### config.mk
export PLATFORM = sky130hd
export DESIGN_NAME = button_debouncer
export DESIGN_NICKNAME = d
export VERILOG_FILES = /design/src/rtl/button_debouncer.sv
export SDC_FILE = /design/constraint.sdc
export NUM_CORES = 1
export LEC_CHECK = 0
export ABC_AREA = 1
export CORE_ASPECT_RATIO = 0.6
export CORE_MARGIN = 2
export CORE_UTILIZATION = 30
export CTS_CLUSTER_SIZE = 14
export DETAILED_ROUTE_END_ITERATION = 8
export HOLD_SLACK_MARGIN = 0.12
export PLACE_DENSITY_LB_ADDON = 0.08
export SETUP_SLACK_MARGIN = 0.15
export SLEW_MARGIN = 20
export SYNTH_ARGS = -nofsm -noshare
export SYNTH_HDL_FRONTEND = slang
export SYNTH_SLANG_ARGS = --single-unit
export TNS_END_PERCENT = 50
### constraint.sdc
create_clock -name clk -period 14.03 [get_ports clk]
set_clock_uncertainty 0.1 [all_clocks]
set_input_delay 2.806 -clock clk [delete_from_list [all_inputs] [get_ports clk]]
set_output_delay 2.806 -clock clk [all_outputs]
set_load 0.05 [all_outputs]
### src/rtl/button_debouncer.sv
// Push-button conditioner: per channel a two-flop synchroniser, a
// consecutive-sample debounce FSM, a registered level and one-cycle press/release strobes.
module button_debouncer #(
  parameter int unsigned NBTN       = 5,
  parameter int unsigned DEBOUNCE   = 800000,
  parameter int unsigned CNTW       = 24,
  parameter bit          ACTIVE_LOW = 1'b0
) (
  input  logic            clk,
  input  logic            rst,
  input  logic [NBTN-1:0] btn_raw,
  output logic [NBTN-1:0] btn_lvl,
  output logic [NBTN-1:0] btn_dn,
  output logic [NBTN-1:0] btn_up
);

  localparam logic [CNTW-1:0] CNT_LAST = CNTW'(DEBOUNCE - 1);
  localparam logic [CNTW-1:0] CNT_ONE  = CNTW'(1);

  typedef enum logic [1:0] {
    RELEASED    = 2'd0,
    PRESS_CHK   = 2'd1,
    PRESSED     = 2'd2,
    RELEASE_CHK = 2'd3
  } state_t;

  logic [NBTN-1:0] pin;
  logic [NBTN-1:0] sync_meta;
  logic [NBTN-1:0] sync_q;

  // Polarity is normalised before synchronising so reset value 0 means released
  assign pin = btn_raw ^ {NBTN{ACTIVE_LOW}};

  always_ff @(posedge clk or posedge rst) begin
    if (rst) begin
      sync_meta <= '0;
      sync_q    <= '0;
    end else begin
      sync_meta <= pin;
      sync_q    <= sync_meta;
    end
  end

  for (genvar g = 0; g < NBTN; g++) begin : g_ch
    state_t          state_q, state_d;
    logic [CNTW-1:0] cnt_q, cnt_d;
    logic            lvl_q, lvl_d;
    logic            dn_q, dn_d;
    logic            up_q, up_d;
    logic            s;

    assign s = sync_q[g];

    always_ff @(posedge clk or posedge rst) begin
      if (rst) begin
        state_q <= RELEASED;
        cnt_q   <= '0;
        lvl_q   <= 1'b0;
        dn_q    <= 1'b0;
        up_q    <= 1'b0;
      end else begin
        state_q <= state_d;
        cnt_q   <= cnt_d;
        lvl_q   <= lvl_d;
        dn_q    <= dn_d;
        up_q    <= up_d;
      end
    end

    // cnt holds the number of consecutive samples that disagree with the accepted level
    always_comb begin
      state_d = state_q;
      cnt_d   = cnt_q;
      lvl_d   = lvl_q;
      dn_d    = 1'b0;
      up_d    = 1'b0;
      case (state_q)
        RELEASED: begin
          if (s) begin
            state_d = PRESS_CHK;
            cnt_d   = CNT_ONE;
          end else begin
            cnt_d   = '0;
          end
        end
        PRESS_CHK: begin
          if (!s) begin
            state_d = RELEASED;
            cnt_d   = '0;
          end else if (cnt_q == CNT_LAST) begin
            state_d = PRESSED;
            cnt_d   = '0;
            lvl_d   = 1'b1;
            dn_d    = 1'b1;
          end else begin
            cnt_d   = cnt_q + CNT_ONE;
          end
        end
        PRESSED: begin
          if (!s) begin
            state_d = RELEASE_CHK;
            cnt_d   = CNT_ONE;
          end else begin
            cnt_d   = '0;
          end
        end
        RELEASE_CHK: begin
          if (s) begin
            state_d = PRESSED;
            cnt_d   = '0;
          end else if (cnt_q == CNT_LAST) begin
            state_d = RELEASED;
            cnt_d   = '0;
            lvl_d   = 1'b0;
            up_d    = 1'b1;
          end else begin
            cnt_d   = cnt_q + CNT_ONE;
          end
        end
        default: begin
          state_d = RELEASED;
          cnt_d   = '0;
          lvl_d   = 1'b0;
        end
      endcase
    end

    assign btn_lvl[g] = lvl_q;
    assign btn_dn[g]  = dn_q;
    assign btn_up[g]  = up_q;
  end

endmodule

# Word level (Yosys, flattened, before mapping)
# Index checks and enable logic that the tools add are counted.
dict set report totals {
  ff_bits 155
  output_inout_bits 15
  word_cells 227
}
dict set report op_classes {
  add_sub_neg 5
  eq_ne 60
  n_mux 115
  n_reduce_logical 20
}
# operator n
set op_table {}
lappend op_table {{$pmux 24 s4} 5}
lappend op_table {{$mux 24} 15}
lappend op_table {{$add 24x1->24 const B} 5}
lappend op_table {{$eq 24x20->1 const B} 5}
lappend op_table {{$mux 2} 30}
lappend op_table {{$ne 2x2->1 const B} 30}
lappend op_table {{$mux 1} 55}
lappend op_table {{$pmux 2 s4} 5}
lappend op_table {{$ne 3x3->1 const B} 10}
lappend op_table {{$reduce_and 5->1} 5}
lappend op_table {{$eq 2x2->1 const B} 10}
lappend op_table {{$reduce_and 4->1} 5}
lappend op_table {{$eq 2x1->1 const B} 5}
lappend op_table {{$logic_not 2->1} 5}
lappend op_table {{$pmux 1 s2} 5}
lappend op_table {{$reduce_bool 2->1} 5}

# Logic depth before layout (Yosys ltp)
# Gate-level depths: netlist of run 1.
dict set report depth {
  depth_word 4
  mapped_depth 10
}

# Worst setup path before layout of run 1
# No wires, ideal clock.
dict set report synth_timing {
  path_kind {reg2out}
  startpoint {reg g_ch[0].lvl_q}
  endpoint {out btn_lvl[0]}
  t_arrival_ns 0.534
  path_slack_ns 10.590
  path_stages_with_launch 2
  n_path_buf 1
  cell_sequence {dfrtp_1 > buf_4}
}
# item line_no
set synth_rtl {}
lappend synth_rtl {{start, declared} 47} ;# logic lvl_q, lvl_d;
lappend synth_rtl {{start signal, assigned} 64} ;# lvl_q <= lvl_d;
lappend synth_rtl {{end, declared} 12} ;# output logic [NBTN-1:0] btn_lvl,
# No word-level cell between the ends.

# Final worst setup path of run 1
dict set report layout_timing {
  startpoint {reg g_ch[0].lvl_q}
  endpoint {out btn_lvl[0]}
}
# No word-level cell between the ends.

==> results of run 1 <==
==> layer usage <==
| metal | track usage, % | wire [µm] |
|---|---|---|
| met4 | 4.11 | 208 |
| met1 | 25.3 | 13000 |
| met2 | 16.2 | 6600 |
| met3 | 3.38 | 787 |
| met5 | 0 | 0 |
==> registers in the layout, indices dropped and copies added, names as in the netlist, named ones only <==
name and count:
g_ch.cnt_q 120, g_ch.dn_q 5, g_ch.lvl_q 5, g_ch.state_q 5
g_ch.up_q 5, sync_meta 5, sync_q 5
==> path summary, 6_finish.rpt <==
path,startpoint,cells after the start,slack [ns],end
max in group asynchronous,rst,3,9.79,g_ch[1].cnt_q[21]
min,sync_meta[3],0,0.25,sync_q[3]
max,g_ch[0].lvl_q,1,9.54,btn_lvl[0]
max reg2reg,g_ch[3].cnt_q[0],8,11.74,g_ch[3].cnt_q[20]
min in group asynchronous,rst,2,2.80,g_ch[0].cnt_q[20]
min reg2reg,sync_meta[3],0,0.25,sync_q[3]
==> logic make-up (layout without fill, tap and decap cells) <==
family                   after synthesis  after routing
buffers and inverters                162            189
AND/OR/NAND/NOR                      763            763
XOR/XNOR                              59             59
AO/OA/AOI/OAI                         38             38
adder cells (fa/ha/maj)                5              5
flip-flops                           155            155
==> through the flow <==
step	setup WS, ns	hold slack, ns
2_1_floorplan	6.95	0.231
3_3_place_gp	9.04	0.231
3_5_place_dp	9.01	0.235
4_1_cts	9.50	0.250
5_1_grt	9.47	0.262
6_report	9.54	0.249
==> final cells by class <==
class / instances / area [µm²]
timing repair buffer: 22 / 218
clock inverter: 11 / 169
sequential: 155 / 3880
inverter: 136 / 520
multi-input combinational: 865 / 4050
clock buffer: 20 / 457
fill: 3061 / 18800
tap: 375 / 469
==> power by group <==
| group | total (µW) | internal [µW] | leakage, µW | switching, µW |
|---|---|---|---|---|
| sequential | 468 | 457 | 0.00212 | 11.6 |
| clock | 499 | 306 | 0.000294 | 193 |
| combinational | 59.1 | 15.1 | 0.00169 | 44.0 |
==> cells in the mapped netlist (5+ instances only) <==
library cell / instances / area [µm²]
sky130_fd_sc_hd__a21oi_1: 17 / 85.1
sky130_fd_sc_hd__buf_4: 19 / 143
sky130_fd_sc_hd__buf_6: 5 / 56.3
sky130_fd_sc_hd__dfrtp_1: 155 / 3880
sky130_fd_sc_hd__ha_1: 5 / 62.6
sky130_fd_sc_hd__inv_1: 132 / 495
sky130_fd_sc_hd__nand2_1: 296 / 1110
sky130_fd_sc_hd__nand2_2: 8 / 50.1
sky130_fd_sc_hd__nand3_1: 72 / 360
sky130_fd_sc_hd__nand3_2: 12 / 120
sky130_fd_sc_hd__nand4_1: 11 / 68.8
sky130_fd_sc_hd__nor2_1: 303 / 1140
sky130_fd_sc_hd__nor2_2: 17 / 106
sky130_fd_sc_hd__nor2_4: 12 / 135
sky130_fd_sc_hd__nor3_1: 22 / 110
sky130_fd_sc_hd__o21ai_0: 18 / 90.1
sky130_fd_sc_hd__xnor2_1: 28 / 245
sky130_fd_sc_hd__xor2_1: 31 / 272
==> results_tabular.tex, run 1 <==
\begin{tabular}{lr}
\hline
Metric & Value \\
\hline
\multicolumn{2}{l}{\textbf{Placed design}} \\
\quad Routability-driven placement congestion ratio & 0.817 \\
\quad Hpwl dp & 15.1 mm \\
\quad Port-buffer cells & 21 \\
\quad Total instance count after detailed placement & 1553 \\
\quad Placed cell areas & 9130 µm² \\
\multicolumn{2}{l}{\textbf{Clock network}} \\
\quad CTS tree & done \\
\quad Post-CTS Hold Fix Bufs & 0 \\
\quad Number of H-tree branching levels & 4 \\
\quad Worst-skew pair later-pin latency & 0.44 ns \\
\quad Setup bufs post-CTS & 0 \\
\quad Clk pin slew, worst setup/hold paths & 0.07 ns \\
\quad Clock buffer count from CTS & 17 \\
\quad Clock root cell & sky130\_fd\_sc\_hd\_\_clkbuf\_16 \\
\quad CTS-repair resized insts & 0 \\
\quad CTS sink count & 155 \\
\quad Buffer depth of the longest clock path & 2 \\
\multicolumn{2}{l}{\textbf{Yosys}} \\
\quad FF+latch count, synth & 155 \\
\quad Sequential fraction of the synthesis area & 44.8\% \\
\quad Yosys Warn Count & 0 \\
\quad Adder-cell share of the synthesized area & 0.722\% \\
\quad Synth cell types & 30 \\
\quad Mean instance size in the synthesized netlist & 7.33 µm² \\
\quad Post-synthesis share of cell area spent on and, or, nand and nor gates & 37.8\% \\
\quad Compound-Gate Fraction of Synth Area & 2.27\% \\
\quad Combinational family with the most area after synthesis & simple AND/OR/NAND/NOR gates \\
\quad Number of synthesized flops with an enable pin & 0 \\
\quad Most used flip-flop cell after synthesis & sky130\_fd\_sc\_hd\_\_dfrtp\_1 \\
\quad Cells after Synth & 1182 \\
\quad Area share of xor/xnor cells in the synthesized design & 5.96\% \\
\quad Async set or reset register ratio after synthesis & 100\% \\
\quad Cell area after synthesis & 8660 µm² \\
\quad Mux contribution to synthesized area & 0\% \\
\quad Number of nets produced by synthesis & 1194 \\
\multicolumn{2}{l}{\textbf{Floorplan}} \\
\quad Standard-cell row count & 48 \\
\quad Y dimension of the die & 136 µm \\
\quad Standard cell core area & 28600 µm² \\
\quad I/O pin total & 22 \\
\quad Die Footprint & 30300 µm² \\
\quad Die Wd & 223 µm \\
\quad Initial cell density of the core & 30.3\% \\
\multicolumn{2}{l}{\textbf{STA}} \\
\quad Final sum of negative setup slack & 0 ns \\
\quad Max-slew violation total from the final report & 0 \\
\quad Ratio of final minimum period to clock period & 32.0\% \\
\quad Unrepaired setup endpoints after global routing & no \\
\quad Setup violators final & 0 \\
\quad Final hold violations & 0 \\
\quad Final critical delay including setup and external delays & 4.49 ns \\
\quad Least-Margin Pin Slew & 0.792 ns \\
\quad Fmax & 223 MHz \\
\quad Worst slew margin relative to its limit & 47.1\% \\
\multicolumn{2}{l}{\textbf{Status}} \\
\quad Status & finished clean \\
\multicolumn{2}{l}{\textbf{Global routing}} \\
\quad First-pass GRT wire length & 34.3 mm \\
\quad Pin count of the biggest net entering global routing & 105 \\
\quad Number of antenna violations at the first check in global routing & 0 \\
\quad Number of global-route vias before repair & 6320 \\
\quad GRT Overall Usage & 14.5\% \\
\quad Total overflow reported by the global router & 0 \\
\multicolumn{2}{l}{\textbf{Power and ir drop}} \\
\quad Total chip power & 1030 µW \\
\quad Maximum VDD drop & 78.4 µV \\
\quad Total leakage power & 0.00410 µW \\
\quad Power per unit of standard cell area & 105 nW/µm² \\
\multicolumn{2}{l}{\textbf{Drt}} \\
\quad Wire length reported by the detailed router & 20.6 mm \\
\quad Number of vias per cell & 4.32 \\
\quad Post-route DRC & 0 \\
\quad Number of vias in the routed layout & 6839 \\
\quad Iteration-0 DRC count of the detailed router & 481 \\
\quad Count of antenna-violating nets left after detailed routing & 0 \\
\quad Length of the first detailed-routing pass in iterations & 5 \\
\quad Routed wirelength normalized by instance count & 13.0 µm \\
\multicolumn{2}{l}{\textbf{Critical path}} \\
\quad Crit. End Element & primary output \\
\quad Critical path's slowest cell & sky130\_fd\_sc\_hd\_\_clkdlybuf4s50\_1 \\
\quad Critical Setup Path Class & reg -> out \\
\quad Crit path max fanout & 2 \\
\quad Critical path's largest stage delay & 0.80 ns \\
\quad Worst setup SP type & flop \\
\quad Worst-path cell chain & clkdlybuf4s50\_1 \\
\quad Worst EP arrival & 1.59 ns \\
\quad Critical Path RT & 11.12 ns \\
\quad Bufs and invs on worst path & 1 \\
\quad Dominant delay contributor by cell family on the critical path & buffers and inverters \\
\multicolumn{2}{l}{\textbf{Run}} \\
\quad Maximum capacitance violations & 0 \\
\multicolumn{2}{l}{\textbf{Finish}} \\
\quad Synthesis-to-finish area growth & 12.7\% \\
\quad Count of inserted antenna diode cells & 0 \\
\quad Proportion of layout cells with a drive suffix above 1 & 7.11\% \\
\quad Net count, final & 1209 \\
\quad Final Cell Area & 9760 µm² \\
\quad Leading cell types in the layout, fill and taps excluded & sky130\_fd\_sc\_hd\_\_nor2\_1, sky130\_fd\_sc\_hd\_\_nand2\_1, sky130\_fd\_sc\_hd\_\_dfrtp\_1 \\
\quad Final cell count without fillers & 1584 \\
\quad Utilization after layout & 34.1\% \\
\quad Most common library cell in the layout ignoring fill and taps & sky130\_fd\_sc\_hd\_\_nor2\_1 \\
\multicolumn{2}{l}{\textbf{Hold path}} \\
\quad Hold crit path type & reg -> reg \\
\hline
\end{tabular}
Power figures use the tool's default switching activity.
==> inputs of run 2 (changes only) <==
Clock period 14.03 ns to 3.75 ns, I/O delays scaled along.
==> run 2 against run 1 <==
Clock power rose to 3.6 times the previous value. Register-to-register slack got worse by 10 ns. Die area did not move. Clock-buffer cell count rose by 3. Global-route usage fell by 0.061 points. Wire length fell by 0.93%. Sequential power rose to 3.7 times the previous value. Worst hold slack got worse by 0.0027 ns. Flip-flop and latch count did not move. Largest cell class unchanged. Largest power group unchanged.
==> results_tabular.tex, run 2 (synthesis results as in run 1) <==
\begin{tabular}{lr}
\hline
Metric & Value \\
\hline
\multicolumn{2}{l}{\textbf{Run}} \\
\quad Maximum capacitance violations & 0 \\
\multicolumn{2}{l}{\textbf{STA}} \\
\quad Setup slack of the critical path after layout & 1.27 ns \\
\quad Max-slew violation total from the final report & 0 \\
\quad Unrepaired setup endpoints after global routing & no \\
\quad Setup violators final & 0 \\
\quad Fmax & 404 MHz \\
\quad Least-Margin Pin Slew & 0.768 ns \\
\quad Final hold violations & 0 \\
\quad Final sum of negative setup slack & 0 ns \\
\quad Final critical delay including setup and external delays & 2.48 ns \\
\quad Ratio of final minimum period to clock period & 66.0\% \\
\quad Worst slew margin relative to its limit & 48.7\% \\
\multicolumn{2}{l}{\textbf{Placed design}} \\
\quad Hpwl dp & 15.1 mm \\
\quad Pre-CTS worst setup slack & 1.51 ns \\
\quad Port-buffer cells & 21 \\
\quad Placed cell areas & 9180 µm² \\
\quad Routability-driven placement congestion ratio & 0.798 \\
\multicolumn{2}{l}{\textbf{Finish}} \\
\quad Final Cell Area & 9790 µm² \\
\quad Register containing the most flip-flops in the final layout & g\_ch.cnt\_q \\
\quad Flip-flop count of the largest register, all copies and words added & 120 \\
\quad Leading cell types in the layout, fill and taps excluded & sky130\_fd\_sc\_hd\_\_nor2\_1, sky130\_fd\_sc\_hd\_\_nand2\_1, sky130\_fd\_sc\_hd\_\_dfrtp\_1 \\
\quad Utilization after layout & 34.3\% \\
\quad Proportion of layout cells with a drive suffix above 1 & 7.34\% \\
\quad Synthesis-to-finish area growth & 13.0\% \\
\quad Count of inserted antenna diode cells & 0 \\
\quad Net count, final & 1211 \\
\quad Most common library cell in the layout ignoring fill and taps & sky130\_fd\_sc\_hd\_\_nor2\_1 \\
\multicolumn{2}{l}{\textbf{Clock network}} \\
\quad Buffer depth of the longest clock path & 2 \\
\quad Number of H-tree branching levels & 4 \\
\quad Setup bufs post-CTS & 0 \\
\quad Clk pin slew, worst setup/hold paths & 0.06 ns \\
\quad CTS tree & done \\
\quad Worst-skew pair later-pin latency & 0.44 ns \\
\quad Clock buffer count from CTS & 17 \\
\quad CTS-repair resized insts & 0 \\
\quad CTS sink count & 155 \\
\quad Post-CTS Hold Fix Bufs & 0 \\
\quad Clock root cell & sky130\_fd\_sc\_hd\_\_clkbuf\_16 \\
\multicolumn{2}{l}{\textbf{Critical path}} \\
\quad Critical Path RT & 2.90 ns \\
\quad Dominant delay contributor by cell family on the critical path & buffers and inverters \\
\quad Worst EP arrival & 1.63 ns \\
\quad Critical Setup Path Class & reg -> out \\
\quad Crit path max fanout & 2 \\
\quad Worst-path cell chain & clkdlybuf4s50\_1 \\
\quad Critical path's slowest cell & sky130\_fd\_sc\_hd\_\_clkdlybuf4s50\_1 \\
\quad Crit. End Element & primary output \\
\quad Worst setup SP type & flop \\
\quad Launch point of the critical path & g\_ch[0].lvl\_q \\
\quad Bufs and invs on worst path & 1 \\
\quad Reg-to-reg setup timing slack & 1.58 ns \\
\quad Count of cells along the worst register-to-register path & 8 \\
\quad Critical path's largest stage delay & 0.82 ns \\
\quad Beginning of the worst register-to-register path & g\_ch[3].cnt\_q[0] \\
\quad Cell depth of the worst setup path & 1 \\
\multicolumn{2}{l}{\textbf{Floorplan}} \\
\quad I/O pin total & 22 \\
\quad Initial cell density of the core & 30.3\% \\
\quad Standard cell core area & 28600 µm² \\
\quad Standard-cell row count & 48 \\
\quad Y dimension of the die & 136 µm \\
\quad Die Footprint & 30300 µm² \\
\quad Die Wd & 223 µm \\
\multicolumn{2}{l}{\textbf{Drt}} \\
\quad Wire length reported by the detailed router & 20.4 mm \\
\quad Number of vias in the routed layout & 6829 \\
\quad Iteration-0 DRC count of the detailed router & 472 \\
\quad Number of vias per cell & 4.30 \\
\quad Routed wirelength normalized by instance count & 12.8 µm \\
\quad Count of antenna-violating nets left after detailed routing & 0 \\
\quad Post-route DRC & 0 \\
\quad Length of the first detailed-routing pass in iterations & 5 \\
\multicolumn{2}{l}{\textbf{Power and ir drop}} \\
\quad Total leakage power & 0.00412 µW \\
\quad Power per unit of standard cell area & 384 nW/µm² \\
\quad Maximum VDD drop & 298 µV \\
\multicolumn{2}{l}{\textbf{Hold path}} \\
\quad Count of cells along the worst hold path & 0 \\
\quad Hold crit path type & reg -> reg \\
\quad Beginning of the worst hold path & sync\_meta[3] \\
\multicolumn{2}{l}{\textbf{Global routing}} \\
\quad Pin count of the biggest net entering global routing & 54 \\
\quad Number of global-route vias before repair & 6321 \\
\quad Number of antenna violations at the first check in global routing & 0 \\
\quad GRT Overall Usage & 14.5\% \\
\quad Total overflow reported by the global router & 0 \\
\quad First-pass GRT wire length & 34.2 mm \\
\multicolumn{2}{l}{\textbf{Status}} \\
\quad Status & finished clean \\
\hline
\end{tabular}
## run 2: cell types whose count changed in the layout (fill, tap and decap cells not counted), sizes merged
| cell | previous run | this run |
|---|---|---|
| inv | 136 | 135 |
| clkinv | 3 | 5 |
| buf | 1 | 3 |
| bufinv | 4 | 2 |
| clkbuf | 20 | 23 |
| clkinvlp | 4 | 3 |
## run 2: path summary, 6_finish.rpt
| path | to |
|---|---|
| worst max-delay path | btn_lvl[0] |
| worst min-delay path | sync_q[3] |
| worst max register to register | g_ch[3].cnt_q[13] |
| worst min register to register | sync_q[3] |
| max in group asynchronous | g_ch[1].cnt_q[10] |
| min in group asynchronous | g_ch[0].cnt_q[16] |
## run 2: per-stage QoR
| step | power, µW | cells | hold WS (ns) |
|---|---|---|---|
| 2_1_floorplan | 1970 | 1182 | 0.231 |
| 3_3_place_gp | 2010 | 1555 | 0.231 |
| 3_5_place_dp | 2010 | 1555 | 0.236 |
| 4_1_cts | 3840 | 1587 | 0.250 |
| 5_1_grt | 3950 | 1587 | 0.260 |
| 6_report | 3760 | 1587 | 0.246 |
## run 2: report_power, final
group	total, µW	internal [µW]	switching (µW)	leakage (µW)
Combinational	224	62.2	162	0.00170
Clock	1780	1070	713	0.000295
Sequential	1750	1710	40.5	0.00212
## run 2: metal layers
layer | track usage (%) | wire, µm | vias up
met3 | 2.93 | 687 | 21
met5 | 0 | 0 | -
met2 | 16.3 | 6680 | 83
li1 | - | - | 3647
met4 | 5.33 | 295 | 0
met1 | 24.8 | 12700 | 3078
## run 2: layout make-up
cell class / count / area, µm²
fillers: 3061 / 18800
multi-input cells: 865 / 4050
flip-flops and latches: 155 / 3880
inverters: 136 / 517
clock buffers: 23 / 498
well taps: 375 / 469
repair buffers: 24 / 270
clock inverters: 9 / 111
==> inputs of run 3 (changes only) <==
Clock period 3.75 ns to 2.05 ns, I/O delays scaled along.
==> run 3 against run 2 <==
Setup slack worse by 1.1 ns. Critical path type unchanged. Via count up 1.7%. Utilization up 0.50 points. Register-to-register slack worse by 1.3 ns. Clock-buffer cell count down 1. Highest routed layer unchanged.
==> results_tabular.tex, run 3 (synthesis results as in run 1) <==
\begin{tabular}{lr}
\hline
Metric & Value \\
\hline
\multicolumn{2}{l}{\textbf{Finish}} \\
\quad Utilization after layout & 34.8\% \\
\quad Synthesis-to-finish area growth & 14.7\% \\
\quad Flip-flop count of the largest register, all copies and words added & 120 \\
\quad Count of inserted antenna diode cells & 0 \\
\quad Filler Cells Inserted & 3052 \\
\quad Leading cell types in the layout, fill and taps excluded & sky130\_fd\_sc\_hd\_\_nor2\_1, sky130\_fd\_sc\_hd\_\_nand2\_1, sky130\_fd\_sc\_hd\_\_dfrtp\_1 \\
\quad Net count, final & 1228 \\
\quad Register containing the most flip-flops in the final layout & g\_ch.cnt\_q \\
\quad Final Cell Area & 9940 µm² \\
\quad Proportion of layout cells with a drive suffix above 1 & 9.19\% \\
\quad Sequential cell area & 3880 µm² \\
\quad Most common library cell in the layout ignoring fill and taps & sky130\_fd\_sc\_hd\_\_nor2\_1 \\
\quad Area used by multi-input combinational logic & 4080 µm² \\
\multicolumn{2}{l}{\textbf{Clock network}} \\
\quad CTS tree & done \\
\quad Buffer depth of the longest clock path & 2 \\
\quad Clock root cell & sky130\_fd\_sc\_hd\_\_clkbuf\_16 \\
\quad Number of H-tree branching levels & 4 \\
\quad Clock buffer count from CTS & 17 \\
\quad Post-CTS Hold Fix Bufs & 0 \\
\quad Clk pin slew, worst setup/hold paths & 0.06 ns \\
\quad CTS sink count & 155 \\
\quad Worst-skew pair later-pin latency & 0.45 ns \\
\multicolumn{2}{l}{\textbf{Critical path}} \\
\quad Crit. End Element & primary output \\
\quad Cell depth of the worst setup path & 1 \\
\quad Critical Setup Path Class & reg -> out \\
\quad Beginning of the worst register-to-register path & g\_ch[1].cnt\_q[0] \\
\quad Bufs and invs on worst path & 1 \\
\quad Launch point of the critical path & g\_ch[3].lvl\_q \\
\quad Critical path's slowest cell & sky130\_fd\_sc\_hd\_\_dlygate4sd2\_1 \\
\quad Worst-path cell chain & dlygate4sd2\_1 \\
\quad Reg-to-reg setup timing slack & 0.30 ns \\
\quad Dominant delay contributor by cell family on the critical path & buffers and inverters \\
\quad Worst EP arrival & 1.33 ns \\
\quad Crit path max fanout & 2 \\
\quad Critical Path RT & 1.54 ns \\
\quad Worst setup SP type & flop \\
\quad Endpoint of the most critical setup path & btn\_lvl[3] \\
\quad Critical path's largest stage delay & 0.54 ns \\
\quad Count of cells along the worst register-to-register path & 6 \\
\multicolumn{2}{l}{\textbf{STA}} \\
\quad Max-slew violation total from the final report & 0 \\
\quad Setup violators final & 0 \\
\quad Final critical delay including setup and external delays & 1.84 ns \\
\quad Worst slew margin relative to its limit & 66.6\% \\
\quad Unrepaired setup endpoints after global routing & yes \\
\quad Final sum of negative setup slack & 0 ns \\
\quad Final hold violations & 0 \\
\quad Fmax & 545 MHz \\
\quad Ratio of final minimum period to clock period & 89.6\% \\
\quad Least-Margin Pin Slew & 0.503 ns \\
\multicolumn{2}{l}{\textbf{Drt}} \\
\quad Length of the first detailed-routing pass in iterations & 5 \\
\quad Routed wirelength normalized by instance count & 13.1 µm \\
\quad Iteration-0 DRC count of the detailed router & 602 \\
\quad Post-route DRC & 0 \\
\quad Wire length reported by the detailed router & 21.1 mm \\
\quad Number of vias per cell & 4.33 \\
\quad Number of vias in the routed layout & 6946 \\
\quad Count of antenna-violating nets left after detailed routing & 0 \\
\multicolumn{2}{l}{\textbf{Floorplan}} \\
\quad Die Wd & 223 µm \\
\quad Initial cell density of the core & 30.3\% \\
\quad Die Footprint & 30300 µm² \\
\quad Y dimension of the die & 136 µm \\
\quad I/O pin total & 22 \\
\quad Standard-cell row count & 48 \\
\quad Standard cell core area & 28600 µm² \\
\multicolumn{2}{l}{\textbf{Power and ir drop}} \\
\quad Total leakage power & 0.00424 µW \\
\quad Maximum VDD drop & 615 µV \\
\quad Power per unit of standard cell area & 690 nW/µm² \\
\multicolumn{2}{l}{\textbf{Global routing}} \\
\quad Total overflow reported by the global router & 0 \\
\quad Number of global-route vias before repair & 6415 \\
\quad Pin count of the biggest net entering global routing & 36 \\
\quad Number of antenna violations at the first check in global routing & 0 \\
\quad GRT Overall Usage & 15.1\% \\
\quad First-pass GRT wire length & 35.2 mm \\
\multicolumn{2}{l}{\textbf{Hold path}} \\
\quad Hold crit path type & in -> async \\
\multicolumn{2}{l}{\textbf{Status}} \\
\quad Status & finished clean \\
\multicolumn{2}{l}{\textbf{Placed design}} \\
\quad Port-buffer cells & 21 \\
\quad Hpwl dp & 15.9 mm \\
\quad Placed cell areas & 9330 µm² \\
\quad Routability-driven placement congestion ratio & 0.812 \\
\multicolumn{2}{l}{\textbf{Run}} \\
\quad Maximum capacitance violations & 0 \\
\hline
\end{tabular}
-- run 3: cell types whose count changed in the layout (fill, tap and decap cells not counted), moves of 4 or more --
cell                              previous run  this run
sky130_fd_sc_hd__buf_4                       0        16
sky130_fd_sc_hd__clkbuf_8                    5         1
sky130_fd_sc_hd__clkdlybuf4s50_1            21         6
sky130_fd_sc_hd__dlygate4sd2_1               0        13
-- run 3: through the flow --
stage                     power [µW]  setup WS, ns  std cells  hold slack, ns
after floorplan                 3600        -0.419       1182           0.231
after global placement          3730         0.208       1570           0.237
after detailed placement        3730         0.150       1570           0.236
after CTS                       6960         0.175       1602           0.180
after global routing            7180         0.134       1604           0.198
final                           6860         0.214       1604           0.199
-- run 3: worst min path at each step --
| stage | slack (ns) | end | cells after the start |
|---|---|---|---|
| finish | 0.20 | g_ch[0].cnt_q[22] | 2 |
| global route | 0.20 | g_ch[0].cnt_q[22] | 2 |
| CTS | 0.18 | g_ch[4].cnt_q[3] | 2 |
| detailed placement | 0.24 | sync_q[0] | 0 |
| global placement | 0.24 | sync_q[2] | 0 |
| floorplan | 0.23 | sync_q[0] | 0 |
-- run 3: timing repair --
action                                  in CTS  in global routing
buffers inserted                             0                  2
resized for setup                           14                 10
hold endpoints to repair                     0                  0
endpoints found under the setup margin      15                 60
pin swaps                                    0                  2
-- run 3: layout make-up --
class | count | area share (%)
Multi-Input combinational cell | 865 | 41.0
Clock inverter | 10 | 1.20
Sequential cell | 155 | 39.1
Clock buffer | 22 | 4.57
Inverter | 136 | 5.24
Tap cell | 375 | 4.72
Timing Repair Buffer | 41 | 4.17
-- run 3: per-layer routing --
metal	up-vias	track usage, %	wire (µm)
met1	3147	26.4	13300
met4	0	4.56	240
met3	19	3.71	773
met2	86	16.4	6720
li1	3694	-	-
met5	-	0	0
-- run 3: power by group --
part	internal (µW)	switching, µW	total [µW]
sequential	3130	72.5	3200
clock	1820	1350	3180
combinational	156	323	479
